### src/rtl/display_scan_driver.sv
// Time-multiplexed 7-segment scan driver: double-buffered BCD/hex digits scanned onto a
// shared active-low segment bus with leading-zero blanking, per-digit blink and a frame marker.

module display_scan_lane #(
  parameter int HEX_MODE = 0
) (
  input  logic [3:0] code,
  output logic [6:0] seg,
  output logic       zero
);
  always_comb begin
    seg = 7'b1111111;
    case (code)
      4'd0:  seg = 7'b1000000;
      4'd1:  seg = 7'b1111001;
      4'd2:  seg = 7'b0100100;
      4'd3:  seg = 7'b0110000;
      4'd4:  seg = 7'b0011001;
      4'd5:  seg = 7'b0010010;
      4'd6:  seg = 7'b0000010;
      4'd7:  seg = 7'b1111000;
      4'd8:  seg = 7'b0000000;
      4'd9:  seg = 7'b0010000;
      4'd10: if (HEX_MODE != 0) seg = 7'b0001000;
      4'd11: if (HEX_MODE != 0) seg = 7'b0000011;
      4'd12: if (HEX_MODE != 0) seg = 7'b1000110;
      4'd13: if (HEX_MODE != 0) seg = 7'b0100001;
      4'd14: if (HEX_MODE != 0) seg = 7'b0000110;
      4'd15: if (HEX_MODE != 0) seg = 7'b0001110;
      default: seg = 7'b1111111;
    endcase
  end

  assign zero = (code == 4'd0);
endmodule

module display_scan_driver #(
  parameter int DIGITS    = 4,
  parameter int SCAN_DIV  = 50000,
  parameter int BLINK_DIV = 64,
  parameter int HEX_MODE  = 0
) (
  input  logic                  clk,
  input  logic                  rst,
  input  logic                  load,
  input  logic [4*DIGITS-1:0]   digits_in,
  input  logic [DIGITS-1:0]     blink_mask,
  input  logic                  lz_blank,
  input  logic                  enable,
  output logic [6:0]            seg_n,
  output logic [DIGITS-1:0]     an_n,
  output logic                  frame_tick
);
  localparam int CW = $clog2(SCAN_DIV);
  localparam int IW = (DIGITS > 1) ? $clog2(DIGITS) : 1;
  localparam int FW = (BLINK_DIV > 1) ? $clog2(BLINK_DIV) : 1;
  localparam logic [CW-1:0] CNT_MAX = CW'(SCAN_DIV - 1);
  localparam logic [IW-1:0] IDX_MAX = IW'(DIGITS - 1);
  localparam logic [FW-1:0] FC_MAX  = FW'(BLINK_DIV - 1);

  logic [CW-1:0] cnt, cnt_nx;
  logic [IW-1:0] idx, idx_nx;
  logic [FW-1:0] fcnt, fcnt_nx;
  logic          ph, ph_nx;
  logic [DIGITS-1:0][3:0] shadow;

  logic [DIGITS-1:0][6:0] lane_seg;
  logic [DIGITS-1:0]      lane_zero;
  logic [DIGITS-1:0]      lz_run;
  logic                   lz_acc;
  logic                   blank;
  logic [6:0]             seg_d;
  logic [DIGITS-1:0]      an_d;

  // One decoder per digit; the scan mux only selects a finished pattern.
  for (genvar i = 0; i < DIGITS; i++) begin : g_lane
    display_scan_lane #(.HEX_MODE(HEX_MODE)) u_lane (
      .code (shadow[i]),
      .seg  (lane_seg[i]),
      .zero (lane_zero[i])
    );
  end

  // lz_run[i]: digit i and every digit to its left are zero.
  always_comb begin
    lz_run = '0;
    lz_acc = 1'b1;
    for (int i = DIGITS - 1; i >= 0; i--) begin
      lz_acc    = lz_acc & lane_zero[i];
      lz_run[i] = lz_acc;
    end
  end

  always_comb begin
    cnt_nx  = cnt + 1'b1;
    idx_nx  = idx;
    fcnt_nx = fcnt;
    ph_nx   = ph;
    if (cnt == CNT_MAX) begin
      cnt_nx = '0;
      idx_nx = (idx == IDX_MAX) ? '0 : idx + 1'b1;
      if (idx == IDX_MAX) begin
        if (fcnt == FC_MAX) begin
          fcnt_nx = '0;
          ph_nx   = ~ph;
        end else begin
          fcnt_nx = fcnt + 1'b1;
        end
      end
    end
  end

  always_comb begin
    blank = (lz_blank && (idx != '0) && lz_run[idx]) || (ph && blink_mask[idx]);
    an_d  = '1;
    seg_d = 7'b1111111;
    if (enable) begin
      an_d[idx] = 1'b0;
      if (!blank) seg_d = lane_seg[idx];
    end
  end

  always_ff @(posedge clk or posedge rst) begin
    if (rst) begin
      cnt        <= '0;
      idx        <= '0;
      fcnt       <= '0;
      ph         <= 1'b0;
      shadow     <= '0;
      seg_n      <= 7'b1111111;
      an_n       <= '1;
      frame_tick <= 1'b0;
    end else begin
      cnt        <= cnt_nx;
      idx        <= idx_nx;
      fcnt       <= fcnt_nx;
      ph         <= ph_nx;
      seg_n      <= seg_d;
      an_n       <= an_d;
      frame_tick <= (idx == '0) && (cnt == '0);
      if (load) shadow <= digits_in;
    end
  end
endmodule

### config.mk
export PLATFORM = sky130hd
export DESIGN_NAME = display_scan_driver
export DESIGN_NICKNAME = d
export VERILOG_FILES = /design/src/rtl/display_scan_driver.sv
export SDC_FILE = /design/constraint.sdc
export NUM_CORES = 1
export LEC_CHECK = 0
export ABC_AREA = 1
export BUFFER_PORTS_ARGS = -buffer_cell sky130_fd_sc_hd__buf_2
export CAP_MARGIN = 10
export CORE_MARGIN = 2
export CORE_UTILIZATION = 40
export DETAILED_ROUTE_END_ITERATION = 7
export SLEW_MARGIN = 40
export SYNTH_ARGS = -nofsm -noshare
export SYNTH_HDL_FRONTEND = slang
export SYNTH_SLANG_ARGS = --single-unit
export TNS_END_PERCENT = 50
### constraint.sdc
create_clock -name clk -period 2.12 [get_ports clk]
set_input_delay 0.424 -clock clk [delete_from_list [all_inputs] [get_ports clk]]
set_output_delay 0.424 -clock clk [all_outputs]
set_load 0.03 [all_outputs]
-- After elaboration in Yosys (flattened, before gate mapping)
Index checks and enable logic that the tools add are counted.
- add/subtract/negate cells: 3
- magnitude comparators: 2
- equal/unequal tests: 39
- multiplexer cells: 18
- bitwise logic cells: 5
- reductions and logical operators: 15
- operator list (kind ; count):
    one-hot mux 7 bit (10 select lines) ; 4
    == test 4 x 3 -> 1 bit, second input constant ; 16
    == test 4 x 2 -> 1 bit, second input constant ; 8
    == test 4 bit, second input constant ; 8
    2-to-1 mux 7 bit ; 3
    adder 16 x 1 -> 16 bit, second input constant ; 1
    == test 16 bit, second input constant ; 1
    == test 4 x 1 -> 1 bit, second input constant ; 4
    logical NOT 16 bit ; 1
    logical NOT 4 bit ; 4
    2-to-1 mux 16 bit ; 1
    binary-select mux 7 bit (select 2 bit) ; 1
    adder 6 x 1 -> 6 bit, second input constant ; 1
    == test 6 bit, second input constant ; 1
    2-to-1 mux 6 bit ; 1
    logical AND 1 bit ; 5
    binary-select mux 1 bit (select 2 bit) ; 2
    2-to-1 mux 4 bit ; 1
    inverter 4 bit ; 1
    bitwise AND 1 bit ; 3
    less-than comparator 2 x 3 -> 1 bit, second input constant ; 1
    2-to-1 mux 1 bit ; 3
    AND reduction 3 bit ; 1
    adder 2 x 1 -> 2 bit, second input constant ; 1
    9 further kinds ; 9
- flip-flop bits (word level): 53
- input bits: 25
- output and inout bits: 12
- word-level logic and storage cells: 93

-- Logic depth before layout (Yosys ltp)
- depth in word-level cells: 10
- depth in mapped cells: 9
- mapped depth without buffers: 9

-- Cells and area by module
A second synthesis with hierarchy kept.
- cells, all modules: 471
- area, all modules: 3454.6 um^2
- by module, submodules not included (module ; instances ; cells an instance ; area an instance (um^2) ; seq. area each (um^2)):
    display_scan_driver ; 1 ; 355 ; 2869.0 ; 1340.0
    display_scan_lane ; 4 ; 29 ; 146.4 ; 0.0

-- Least setup slack after synthesis
No wires, ideal clock.
- kind: reg2reg
- start point: register idx[0]
- end point: register seg_n[0]
- library setup time: 0.093 ns
- arrival time: 1.225 ns
- data required time: 2.027 ns
- setup slack: 0.802 ns
- cell stages (with the launch flop): 7
- period minus slack after synthesis: 1.318 ns
- cell sequence: dfrtp_1 buf_4 inv_2 ha_1 nor3_1 a21oi_2 nand3_1
- cells in the longest elaborated chain, start to end: 6
- elaborated cells between the ends (all ways): 13
- RTL lines (what ; line ; RTL):
    start: declaration ; 62 ; logic [IW-1:0] idx, idx_nx;
    start signal: assignment ; 135 ; idx <= idx_nx;
    binary-select mux 1 bit (select 2 bit) / nonzero test 2 bit (equally long branches) ; 114 ; blank = (lz_blank && (idx != '0) && lz_run[idx]) || (ph && blink_mask[idx]);
    2-to-1 mux 1 bit (implied by the code) / logical AND 1 bit (equally long branches) ; 114 ;
    logical AND 1 bit ; 114 ;
    logical OR 1 bit ; 114 ;
    2-to-1 mux 7 bit (*) ; 119 ; if (!blank) seg_d = lane_seg[idx];
    2-to-1 mux 7 bit (*) ; 117 ; if (enable) begin
    via seg_d[0] ; 72 ; logic [6:0] seg_d;
    end signal: assignment ; 138 ; seg_n <= seg_d;
    end: declaration ; 50 ; output logic [6:0] seg_n,
The timed path passes the listed nets; every way through them passes the cells marked *. The select of a mux whose other input is x is not followed.
A chain may end at the register's enable or synchronous reset.

-- Worst setup path after layout
- start point: register idx[0]
- end point: register seg_n[1]
Same word-level chain as after synthesis.

==> impl_metrics.csv <==
group,metric,value,unit
status,outcome,"completed",
route,vias_per_cell,4.797,
grt,grt_pass1_wl,11.76,mm
route,wire_per_inst,11.69,um
floorplan,initial_utilization,40.89,%
route,ant_nets,0,
critical_path,crit_path_cell_trace,"inv_2 -> ha_1 -> nor3_1 -> a21oi_2 -> nand3_1",
timing,slew_headroom,72.04,%
cells_and_area,fin_util,46.22,%
critical_path,cp-start-kind,"flop",
clock_tree,cts_tree,"built",
route,drc,0,
grt,overflow,0,
clock_tree,clk_latency,0.31,ns
timing,fin_skew,0.007552,ns
route,first_pass_iters,4,
floorplan,num_rows,32,
clock_tree,cts_made_buffers,5,
place,dp_hpwl,5.150,mm
synthesis,synth_cell_types,34,
synthesis,synthesis.area,3127,sq um
synthesis,synth_area_leaders,"dfrtp_1 34%, nand2_1 14%, dfstp_2 9.2%, nor2_1 6.2%, inv_1 6.1%",
synthesis,yosysWarnings,0,
synthesis,synth_area_per_cell,7.288,sq um
place,place_congestion,0.8756,
floorplan,die_area,8541,sq um
clock_tree,ctsResizeCount,0,
power,peakVddDrop,0.0003306,V
clock_tree,cts-root-buf,"clkbuf_8",
synthesis,yosysTopAreaCell,"dfrtp_1",
cells_and_area,syn_to_final_growth,13.05,%
cells_and_area,drive_above_1_share,18.09,%
route,drt_wl_total,6.687,mm
power,p_leak,1.732,nW
critical_path,worstPathMaxFanout,11,
timing,rsz0062_at_grt,"false",
critical_path,required,2.37,ns
route,drtIter0Drc,102,
floorplan,die_h,92.42,um
timing,fmax,0.6265,GHz
critical_path,crit_type,"reg -> reg",
clock_tree,path_clk_slew,0.11,ns
flow_run,maxCapViolCount,0,
clock_tree,h-tree-depth,2,
floorplan,die_w,92.42,um
grt,use_met1,22.57,%
grt,grt.total_usage,16.88,%
route,vias,2744,
synthesis,synth_edf_count,0,
timing,setup_violations,0,
min_path,hold_path.class,"in -> async",
synthesis,yosysTopAreaCellShare,33.61,%
clock_tree,post_cts_buffers,0,
timing,worst_pin_slew,0.4194,ns
clock_tree,clock_sinks,53,
timing,finalCritPeriodShare,75.30,%
synthesis,ys_seq_area_share,42.86,%
grt,grt_pass1_vias,2581,
critical_path,critPathMaxStageDelay,0.58,ns
clock_tree,cts_buffer_depth,2,
place,io_buffers,36,
synthesis,syn_nets,461,
clock_tree,hold_buffers,0,
floorplan,io_pins,37,
synthesis,ys_ff_latch,53,
grt,met3_usage,2.766,%
timing,finalHoldViolCount,0,
timing,finalSetupTns,0,ns
critical_path,cp-end-kind,"flop",
critical_path,arrival,1.85,ns
synthesis,synthFlopType,"dfrtp_1",
critical_path,slowest_stage,"dfrtp_1",
power,power.density,563.5,nW/um^2
cells_and_area,nets,501,
timing,drv_slew,0,
grt,met2_usage,28.22,%
cells_and_area,n_antenna_cell,0,
grt,top_usage_layer,"met2",
timing,post-route-min-period,1.596,ns
grt,grt_max_degree,54,
grt,antenna_found_initial,0,
synthesis,synth_cells,429,
synthesis,postSynth.asyncResetShare,100.0,%
critical_path,ff2ff_setup_slack,0.52,ns
floorplan,core,7647,sq um
## per-stage QoR
stage / power [mW] / hold WS [ns] / std cells / instance area [sq um] / setup slack [ns]
final: 1.992 / 0.1339 / 572 / 3535 / 0.5237
after global routing: 2.112 / 0.1662 / 572 / 3535 / 0.4115
after CTS: 2.022 / 0.1449 / 572 / 3535 / 0.5315
after detailed placement: 1.406 / 0.4934 / 564 / 3440 / 0.5620
after global placement: 1.406 / 0.4843 / 564 / 3440 / 0.6393
after floorplan: 1.316 / 0.4628 / 429 / 3127 / 0.4280
## layer usage
metal  share of wire [%]  up-vias
met2                  47       51
met1                  49     1235
met5                   0        -
met4                 1.4        0
met3                 2.9        8
li1                    -     1450
## synthesized netlist by cell type (2+ instances only)
cell and number:
a21oi_1 9, a21oi_2 2, and2_1 2, clkbuf_1 4, dfrtp_1 42, dfstp_2 11, ha_1 7, inv_1 51
inv_2 6, nand2_1 120, nand2_2 4, nand3_1 34, nand3_2 3, nand3b_1 2, nand4_1 11, nor2_1 52
nor2_2 6, nor2_4 2, nor3_1 7, o211ai_1 2, o21ai_0 27, o21ai_1 7, xor2_1 7
## registers in the layout, indices dropped and copies added (netlist names)
register / count
cnt: 16
shadow: 16
fcnt: 6
an_n: 4
seg_n: 7
ph: 1
idx: 2
frame_tick: 1
## cell usage in the layout (no fill, tap or decap), types with 9 or more instances in the layout
| cell type | n |
|---|---|
| buf_2 | 36 |
| a21oi_1 | 9 |
| nand3_1 | 34 |
| dfstp_2 | 11 |
| nand2_1 | 120 |
| dfrtp_1 | 42 |
| inv_1 | 50 |
| o21ai_0 | 27 |
| nand4_1 | 11 |
| nor2_1 | 52 |
## worst max-delay path, delay by kind of cell, from the launching register on
family / cells / cell delay (ns)
flip-flops: 1 / 0.58
AND/OR/NAND/NOR: 2 / 0.36
adder cells (fa/ha/maj): 1 / 0.27
buffers and inverters: 1 / 0.18
AO/OA/AOI/OAI: 1 / 0.15
## worst paths after layout
check,startpoint,end,cells past startpoint
max in group asynchronous,rst,seg_n[6]$_DFF_PP1_,3
setup / recovery,idx[0]$_DFFE_PP0N_,seg_n[1]$_DFF_PP1_,5
setup reg to reg,idx[0]$_DFFE_PP0N_,seg_n[1]$_DFF_PP1_,5
min in group clk,enable,an_n[0]$_DFF_PP1_,2
hold / removal,rst,cnt[11]$_DFF_PP0_,3
hold reg to reg,cnt[0]$_DFF_PP0_,cnt[0]$_DFF_PP0_,1
## layout make-up
type / count / area, sq um
fillers: 781 / 4113
flip-flops and latches: 53 / 1340
multi-input cells: 312 / 1541
repair buffers: 38 / 207.7
clock buffers: 5 / 68.82
clock inverters: 3 / 26.28
well taps: 102 / 127.6
inverters: 59 / 222.7
## cell families after synthesis
kind of cell / count (synthesis) / synth area share (%)
multiplexers: 1 / 0.3601
buffers and inverters: 64 / 7.843
flip-flops: 53 / 42.86
adder cells (fa/ha/maj): 7 / 2.801
AO/OA/AOI/OAI: 49 / 8.403
AND/OR/NAND/NOR: 247 / 35.49
XOR/XNOR: 8 / 2.241
## power by group
group | internal, mW | switching (mW) | total (mW)
clock network | 0.241 | 0.365 | 0.606
logic | 0.0966 | 0.188 | 0.285
registers | 1.06 | 0.0367 | 1.10
No activity file was read; power rests on OpenSTA's default activity.
